[src/rtl/and_arb_pkg.sv]
// Shared types for the AND-unit arbiter: FSM state encoding and its width.
package and_arb_pkg;

  localparam int STATE_W = 2;

  typedef enum logic [STATE_W-1:0] {
    IDLE = 2'd0,
    EXEC = 2'd1,
    CAPT = 2'd2,
    ACK  = 2'd3
  } state_e;

endpackage

[src/rtl/and_unit_arbiter_rr_picker.sv]
// Combinational round-robin picker: first set bit of req at or above ptr, wrapping.
module rr_picker #(
  parameter  int N_REQ = 4,
  localparam int GW    = $clog2(N_REQ)
) (
  input  logic [N_REQ-1:0] req,
  input  logic [GW-1:0]    ptr,
  output logic             found,
  output logic [GW-1:0]    idx
);

  function automatic logic [GW-1:0] wrap_idx(input logic [GW-1:0] p, input int off);
    int s;
    s = int'(p) + off;
    if (s >= N_REQ) s = s - N_REQ;
    return GW'(s);
  endfunction

  // Scan from the farthest offset down so the nearest candidate is assigned last.
  always_comb begin
    found = 1'b0;
    idx   = '0;
    for (int i = N_REQ - 1; i >= 0; i--) begin
      if (req[wrap_idx(ptr, i)]) begin
        found = 1'b1;
        idx   = wrap_idx(ptr, i);
      end
    end
  end

endmodule

[src/rtl/and_unit_arbiter.sv]
// Round-robin sequencer sharing one registered AND unit among N_REQ requesters.
module and_unit_arbiter
  import and_arb_pkg::*;
#(
  parameter  int N_REQ = 4,
  parameter  int W     = 1,
  localparam int GW    = $clog2(N_REQ)
) (
  input  logic               clk,
  input  logic               rst_n,
  input  logic [N_REQ-1:0]   req,
  input  logic [N_REQ*W-1:0] a_in,
  input  logic [N_REQ*W-1:0] b_in,
  output logic [N_REQ-1:0]   ack,
  output logic [W-1:0]       c_out,
  output logic [GW-1:0]      gnt_id,
  output logic               busy,
  output logic [W-1:0]       unit_a,
  output logic [W-1:0]       unit_b,
  input  logic [W-1:0]       unit_c
);

  state_e           state_q, state_d;
  logic [GW-1:0]    ptr_q, ptr_d;
  logic [N_REQ-1:0] ack_q, ack_d;
  logic [W-1:0]     c_out_q, c_out_d;
  logic [GW-1:0]    gnt_id_q, gnt_id_d;
  logic [W-1:0]     unit_a_q, unit_a_d;
  logic [W-1:0]     unit_b_q, unit_b_d;

  logic             found;
  logic [GW-1:0]    win_idx;

  rr_picker #(.N_REQ(N_REQ)) u_picker (
    .req   (req),
    .ptr   (ptr_q),
    .found (found),
    .idx   (win_idx)
  );

  always_comb begin
    state_d  = state_q;
    ptr_d    = ptr_q;
    ack_d    = ack_q;
    c_out_d  = c_out_q;
    gnt_id_d = gnt_id_q;
    unit_a_d = unit_a_q;
    unit_b_d = unit_b_q;
    case (state_q)
      IDLE: begin
        if (found) begin
          unit_a_d = a_in[int'(win_idx)*W +: W];
          unit_b_d = b_in[int'(win_idx)*W +: W];
          gnt_id_d = win_idx;
          state_d  = EXEC;
        end
      end
      EXEC: state_d = CAPT;
      CAPT: begin
        c_out_d          = unit_c;
        ack_d            = '0;
        ack_d[gnt_id_q]  = 1'b1;
        ptr_d            = (gnt_id_q == GW'(N_REQ - 1)) ? '0 : gnt_id_q + 1'b1;
        state_d          = ACK;
      end
      ACK: begin
        ack_d   = '0;
        state_d = IDLE;
      end
      default: state_d = IDLE;
    endcase
  end

  // Reset clears everything, abandoning any transaction in flight without an ack.
  always_ff @(posedge clk) begin
    if (!rst_n) begin
      state_q  <= IDLE;
      ptr_q    <= '0;
      ack_q    <= '0;
      c_out_q  <= '0;
      gnt_id_q <= '0;
      unit_a_q <= '0;
      unit_b_q <= '0;
    end else begin
      state_q  <= state_d;
      ptr_q    <= ptr_d;
      ack_q    <= ack_d;
      c_out_q  <= c_out_d;
      gnt_id_q <= gnt_id_d;
      unit_a_q <= unit_a_d;
      unit_b_q <= unit_b_d;
    end
  end

  assign ack    = ack_q;
  assign c_out  = c_out_q;
  assign gnt_id = gnt_id_q;
  assign unit_a = unit_a_q;
  assign unit_b = unit_b_q;
  assign busy   = (state_q != IDLE);

endmodule

[config.mk]
export PLATFORM = sky130hd
export DESIGN_NAME = and_unit_arbiter
export DESIGN_NICKNAME = d
export VERILOG_FILES = /design/src/rtl/and_arb_pkg.sv /design/src/rtl/and_unit_arbiter_rr_picker.sv /design/src/rtl/and_unit_arbiter.sv
export SDC_FILE = /design/constraint.sdc
export NUM_CORES = 1
export LEC_CHECK = 0
export ABC_AREA = 1
export CORE_MARGIN = 1.5
export CORE_UTILIZATION = 35
export DETAILED_ROUTE_END_ITERATION = 10
export PLACE_DENSITY = 0.6
export SLEW_MARGIN = 20
export SYNTH_ARGS = -nofsm -noshare
export SYNTH_HDL_FRONTEND = slang
export SYNTH_SLANG_ARGS = --single-unit
[constraint.sdc]
create_clock -name clk -period 3.4 [get_ports clk]
set_clock_uncertainty 0.1 [all_clocks]
set_input_delay 0.68 -clock clk [delete_from_list [all_inputs] [get_ports clk]]
set_output_delay 0.68 -clock clk [all_outputs]
set_load 0.1 [all_outputs]
# --- Yosys cells after proc, flatten, opt, wreduce, memory -nomap -nowiden ---
# Cells that the tools add are included.
word_totals:
  ff_bits: 13
  input_bits: 15
  output_inout_bits: 10
  word_cells: 63
op_classes:
  add_sub_neg: 8
  magnitude_cmp: 10
  n_eq_ne: 5
  n_shift: 2
  mux: 26
  reduce_logical: 5
ops:
  columns: ["op", "count"]
  rows:
  - ["two-way mux 2 bit", 10]
  - ["less-than comparator 2 x 3 -> 1 bit, second input constant", 5]
  - [">= comparator 3 bit, second input constant", 3]
  - ["two-way mux 1 bit", 9]
  - ["binary-select mux 1 bit (select 2 bit)", 4]
  - ["one-hot mux 2 bit (4 select lines)", 1]
  - ["one-hot mux 4 bit (2 select lines)", 1]
  - ["indexed part select 4 x 3 -> 1 bit", 2]
  - ["subtractor 2 x 1 -> 2 bit, second input constant", 4]
  - ["adder 2 x 2 -> 3 bit, second input constant", 2]
  - ["equality test 2 bit, second input constant", 3]
  - ["nonzero test 2 bit", 2]
  - ["adder 2 x 1 -> 3 bit, second input constant", 1]
  - [">= comparator 2 x 3 -> 1 bit, second input constant", 1]
  - ["adder 2 x 1 -> 2 bit, second input constant", 1]
  - ["demux 1 bit (select 2 bit)", 1]
  - ["equality test 2 x 1 -> 1 bit, second input constant", 1]
  - [">= comparator 2 x 1 -> 1 bit, second input constant", 1]
  - ["logical NOT 2 bit", 1]
  - ["!= test 2 bit, second input constant", 1]
  - ["AND reduction 2 bit", 1]
  - ["logical AND 1 bit", 1]

# --- Longest topological paths before layout ---
logic_depth:
  ltp_word: 11
  ltp_mapped: 14
  depth_no_buf: 13

# --- By module ---
# A second synthesis with hierarchy kept.
unflattened:
  hier_cells: 128
  area_unflattened_um2: 854.6
by_module_without_submodules:
  columns: ["module", "n_inst", "cells_each", "area_per_inst_um2"]
  rows:
  - ["and_unit_arbiter", 1, 82, 641.9]
  - ["rr_picker", 1, 46, 212.7]

# --- Worst setup path after synthesis ---
# OpenSTA, ideal clock, no wires.
synth_timing:
  path_kind: "reg2out"
  start: "register state_q[0]"
  end: "output busy"
  arrival_ps: 1215
  path_slack_ps: 1405
  stages_incl_launch_ff: 4
  path_buffers: 0
  cell_sequence: "dfxtp_1 > inv_1 > ha_1 > inv_1"
synth_via:
  elab_chain_len: 1
synth_rtl:
  columns: ["element", "line_no", "source"]
  rows:
  - ["from (decl)", "and_unit_arbiter.sv:23", "state_e state_q, state_d;"]
  - ["from (signal assigned)", "and_unit_arbiter.sv:85", "state_q <= state_d;"]
  - ["nonzero test 2 bit", "and_unit_arbiter.sv:100", "assign busy = (state_q != IDLE);"]
  - ["to (decl)", "and_unit_arbiter.sv:17", "output logic busy,"]
# No other way between the ends.

# --- Final worst setup path ---
# Ends and elaborated chain as after synthesis.

==> results.yml <==
run_status:
  status: "finished, final reports clean"
route:
  dr.pass1.iters: 4
  wl_per_cell_um: 9.59
  avgViaCountPerCell: 4.65
  drt.antenna.violating_nets: 0
  drc_errors: 0
  routed_wl_um: 1890
  drt_iter0_drc: 8
  vias: 917
power_and_ir_drop:
  combinationalPowerShare_pct: 69.2
  power_frac_clock_pct: 8.5
  p_leak_nw: 0.600
  p_sw_share_pct: 58.8
  switchingPower_mw: 0.659
  ir_worst_vdd_v: 0.000651
  powerDensity_mw_per_mm2: 948
  p_int_mw: 0.462
  seq_power_share_pct: 22.3
floorplanning:
  dieWidth_um: 54.2
  die_area_sq_mm: 0.00294
  rows: 18
  num_io_pins: 25
  start_util_pct: 37.1
  fp.coreArea_sq_mm: 0.00248
  die_h_um: 54.2
place:
  dpl_cell_area_sq_mm: 0.00116
  portBuffers: 24
  finalWeightedCongestion: 0.740
  dp_hpwl_um: 1580
setup_path:
  crit_top_cell: "inv_1"
  cp_max_fo: 3
  startpoint_type: "register"
  cp-end-kind: "output port"
  cp.required_ps: 2620
  cp_cell_sequence: "inv_1, ha_1, inv_1, buf_4"
  critPathTopFamily: "buffers and inverters"
  critPathMaxStageDelay_ps: 360
  path_class: "register to output port"
  crit_path_top_delay_cell: "dfxtp_1"
  cp.arrival_ps: 1320
  critPathBufInv: 3
sta:
  relSlewSlack_pct: 75.4
  period_share_pct: 61.7
  period_needed_ps: 2100
  fmax_mhz: 477
  worstMarginPinSlew_ps: 369
  slew_violations: 0
  fin_setup_tns_ps: 0
  finalSetupViolations: 0
  hold_viol: 0
  rsz0062_at_grt: "no"
clocking:
  postCtsSetupRepairBufs: 0
  cts-buffers-inserted: 3
  ctsHoldBuffers: 0
  clk_path_buf_depth: 2
  root_buffer: "clkbuf_4"
  path_clk_slew_ps: 80
  cts.repair.resized: 0
  cts_tree: "yes"
  clkSinkCount: 13
  htree_num_levels: 1
  clk_latency_ps: 270
job:
  maxCapViolations: 0
global_route:
  grt_max_degree: 11
  grt_pass1_wl_um: 3190
  antenna_found_initial: 0
  grt-ovfl-total: 0
  gr-usage-all-layers_pct: 14.6
  grt_pass1_vias: 840
synth:
  yosys-top-cells-count: "nand2_1, inv_1, nor2_1"
  netlist_area_sq_um: 918
  synth_nets: 164
  synth_top_cell_area_share_pct: 28.3
  synthArstFlopShare_pct: 0
  synth_flop_cell: "dfxtp_1"
  synth-seq-cells: 13
  ys_seq_area_share_pct: 28.3
  synth_cells: 141
  ys_warn_count: 0
  ys_types: 18
  synth_most_common_cell: "nand2_1"
  synth_area_leaders: "dfxtp_1, nand2_1, ha_1"
  synth_top_area_cell: "dfxtp_1"
  synth_area_per_cell_sq_um: 6.51
  synth-edff-count: 0
layout:
  diodes: 0
  final_cell_area_sq_mm: 0.00118
  area_growth_syn_to_layout_pct: 28.7
  drive_above_1_share_pct: 18.6
  nets: 191
min_path:
  hp-class: "register to register"
## placed cells by master, fill, tap and decap left out
cell type	netlist	final
nand2_1	35	35
inv_1	20	20
nor2_1	15	15
nand3_1	14	14
clkdlybuf4s50_1	0	14
dfxtp_1	13	13
buf_4	0	10
nand2_2	8	8
a21oi_1	8	8
ha_1	8	8
o21ai_0	6	6
nand3_2	4	4
inv_2	3	3
clkbuf_4	0	3
inv_4	1	1
nor2_2	1	1
o211a_1	1	1
a21oi_2	1	1
a211oi_1	1	1
clkbuf_1	1	1
## per-stage QoR
stage	hold slack (ps)	power (mW)	setup slack, ps	instances	utilization, %
final	368	1.12	1300	197	47.7
after global routing	382	1.23	1180	197	47.7
after CTS	370	1.14	1280	197	47.7
after detailed placement	357	1.04	1040	193	46.7
after global placement	352	1.02	1100	193	46.7
after floorplan	430	0.887	1400	141	-
## worst register-to-register path, delay by kind of cell (launching register included)
| kind | cells | cell delay [ps] |
|---|---|---|
| AO/OA/AOI/OAI | 1 | 170 |
| AND/OR/NAND/NOR | 8 | 660 |
| buffers and inverters | 2 | 160 |
| flip-flops | 1 | 550 |
## routing by layer
metal | global-route usage, % | wire length (um) | vias up
li1 | - | - | 495
met1 | 16.9 | 893 | 402
met2 | 26.7 | 919 | 20
met3 | 4.10 | 78 | 0
met4 | 2.50 | 0 | 0
met5 | 0 | 0 | -
## path summary, 6_finish.rpt
kind                            startpoint      to  slack (ps)  depth (start not counted)
worst max-delay path            state_q[0]    busy        1300                          4
worst min-delay path                ack[3]  ack[3]         370                          2
worst max register to register    ptr_q[0]  unit_b        1660                         11
worst min register to register      ack[3]  ack[3]         370                          2
## flip-flops by register name (all words and copies together), names as in the netlist
name     count
unit_b       1
gnt_id       2
unit_a       1
c_out        1
ptr_q        2
state_q      2
ack          4
## cell type report
cell class / count / area (sq um)
clock buffers: 4 / 26.3
fillers: 269 / 1290
inverters: 24 / 92.6
multi-input cells: 102 / 551
flip-flops and latches: 13 / 260
well taps: 30 / 37.5
repair buffers: 24 / 215
## kinds of logic after synthesis
family / count (synthesis) / share of synthesized area (%)
AOI/OAI and AO/OA: 17 / 10.5
adders and majority gates: 8 / 10.9
buffers and inverters: 26 / 11.7
DFF: 13 / 28.3
and+or+nand+nor: 77 / 38.6
## power groups by stage
| stage | Clock, mW | Combinational (mW) | Sequential, mW |
|---|---|---|---|
| after global routing | 0.110 | 0.862 | 0.257 |
| after global placement | 0 | 0.770 | 0.253 |
| after floorplan | 0 | 0.457 | 0.430 |
| after CTS | 0.101 | 0.785 | 0.251 |
| final | 0.0958 | 0.775 | 0.250 |
| after detailed placement | 0 | 0.784 | 0.254 |
Power figures use the tool's default switching activity.
==> variant: new RTL, same flow settings <==
The 4 states of `state_e` get a one-hot encoding in 4 bits.
--- a/src/rtl/and_arb_pkg.sv
+++ b/src/rtl/and_arb_pkg.sv
@@ -4,9 +4,9 @@
   localparam int STATE_W = 2;
 
-  typedef enum logic [STATE_W-1:0] {
-    IDLE = 2'd0,
-    EXEC = 2'd1,
-    CAPT = 2'd2,
-    ACK  = 2'd3
+  typedef enum logic [3:0] {
+    IDLE = 4'b0001,
+    EXEC = 4'b0010,
+    CAPT = 4'b0100,
+    ACK  = 4'b1000
   } state_e;
 
Behaviour: no difference found for any inputs over 10 cycles, from zero or initial values and one cycle with rst_n low; not proved beyond that.
==> variant against the original RTL <==
  * Wire length shrank 4.1%
  * Maximum frequency grew 0.80%
  * Hold slack gained 0.027 ns
  * Design area shrank 3.9%
  * Synthesized cell count shrank 15%
  * Area after synthesis shrank 4.8%
  * Sequential cell count grew 2
  * Global-route usage grew 1.0 points
  * Setup slack gained 0.017 ns
Power is not compared: it rests on default switching activity, and its combinational part moved more than twofold at a synthesized area within 25%.
==> variant: results (changes against the original RTL) <==
| Metric | Value |
|---|---|
| Mapped Nets | 139 (-15%) |
| Synth cell count leaders | nand2_1, inv_1, nand3_1 |
| Hold Path Sink | c_out |
| Flop-to-flop setup slack | 1.42 ns (-0.24 ns) |
| Unique cell type count in the Yosys netlist | 21 (+3) |
| CP max FO | 5 (+2) |
| Switching share of power | 0.4555 |
| Share of layout cells above drive strength 1 | 0.1712 (-0.01440) |
| Wire per inst | 10.41 microns (+8.5%) |
| DR vias | 849 (-7.4%) |
| Gr usage total | 0.1563 (+0.01035) |
| Placer Congestion | 0.7388 (-0.20%) |
| Routed Antenna Nets | 0 (unchanged) |
| Final nets | 166 (-13%) |
| CP top delay family | simple AND/OR/NAND/NOR gates |
| Min-delay src | c_out |
| M2 GR Usage | 0.2375 (-0.02957) |
| Slew margin rel. | 0.6881 (-0.06547) |
| Outcome | finished, final reports clean |
| Slowest CP cell | clkdlybuf4s50_1 |
| Post-DP HPWL | 1501 microns (-4.9%) |
| Clk_lat worst skew | 0.30 ns (+0.03 ns) |
| Largest vdd supply drop | 0.3158 mV |
| Synth area leaders | dfxtp_1, nand2_1, nand3_1 |
| Met1 usage | 0.2021 (+0.03264) |
| First-pass GRT wire length | 3160 microns (-1.1%) |
| ANT cells | 0 (unchanged) |
| Vias in the first global route | 747 (-11%) |
| Met3 usage | 0.05932 (+0.01834) |
| Asr flop ratio synth | 0 (unchanged) |
| Pre-Repair DR Iteration Count | 4 (unchanged) |
| Reg clk slew, reported paths | 0.10 ns (+0.02 ns) |
| Reg2reg path depth | 12 (+1) |
| Largest stage delay, worst path | 0.39 ns (+0.03 ns) |
| Initial drt markers | 11 (+3) |
| R2R Path End | unit_a |
| Pin count of the biggest net entering global routing | 14 (+3) |
-- variant: cell count changes in the layout (fill, tap and decap cells not counted), sizes merged, moves of 2 or more --
cell,unedited run,this run
a32o,0,4
inv,24,16
o21ai,6,9
nand2,43,27
ha,8,4
nand3,18,20
nor2,16,10
dfxtp,13,15
-- variant: final cells by class --
class,count,area (sq um)
clock buffer,3,22.52
clock inverter,1,5.005
inverter,16,60.06
sequential,15,300.3
fill,252,1140
tap,28,35.03
multi-input combinational,87,498.0
timing repair buffer,24,215.2
-- variant: logic make-up after synthesis --
family / after synthesis / synth area share
flip-flops: 15 / 0.3433
buffers and inverters: 18 / 0.08726
AND/OR/NAND/NOR: 58 / 0.3291
AO/OA/AOI/OAI: 24 / 0.1731
XOR/XNOR: 1 / 0.01002
adder cells (fa/ha/maj): 4 / 0.05723
-- variant: worst min-delay path, cell delays in order, from the launching register on --
cell and delay (ns):
dfxtp_1 0.34, nor2_1 0.05, nor2_1 0.08
-- variant: power by group through the flow --
stage          sequential [mW]  combinational (mW)  clock (mW)
6_report                 0.207               0.241       0.106
5_1_grt                  0.210               0.260       0.119
4_1_cts                  0.208               0.243       0.108
3_5_place_dp             0.211               0.242           0
3_3_place_gp             0.211               0.242           0
2_1_floorplan            0.288               0.107           0
-- variant: how the worst max path moves through the flow --
stage	depth (start not counted)	to	slack, ns	from
6_report	10	gnt_id[1]	1.32	req[1]
3_3_place_gp	13	unit_a	1.01	req[0]
2_1_floorplan	5	unit_a	1.21	state_q[3]
3_5_place_dp	13	unit_b	1.03	req[1]
5_1_grt	12	unit_a	1.14	ptr_q[0]
4_1_cts	13	unit_a	1.32	req[1]
-- variant: per-layer routing --
layer  up-vias  wire length [microns]
met4         0                     23
met2        17                    757
met3         4                     86
met5         -                      0
li1        454                      -
met1       374                    944
-- variant: stage by stage --
step | power [mW] | setup WS (ns) | hold WS, ns | cells | util
final | 0.5538 | 1.318 | 0.3947 | 174 | 0.4992
after global routing | 0.5886 | 1.144 | 0.4204 | 174 | 0.4992
after CTS | 0.5585 | 1.325 | 0.3994 | 174 | 0.4992
after detailed placement | 0.4536 | 1.026 | 0.3761 | 170 | 0.4871
after global placement | 0.4531 | 1.014 | 0.3667 | 170 | 0.4871
after floorplan | 0.3948 | 1.214 | 0.3939 | 120 | -
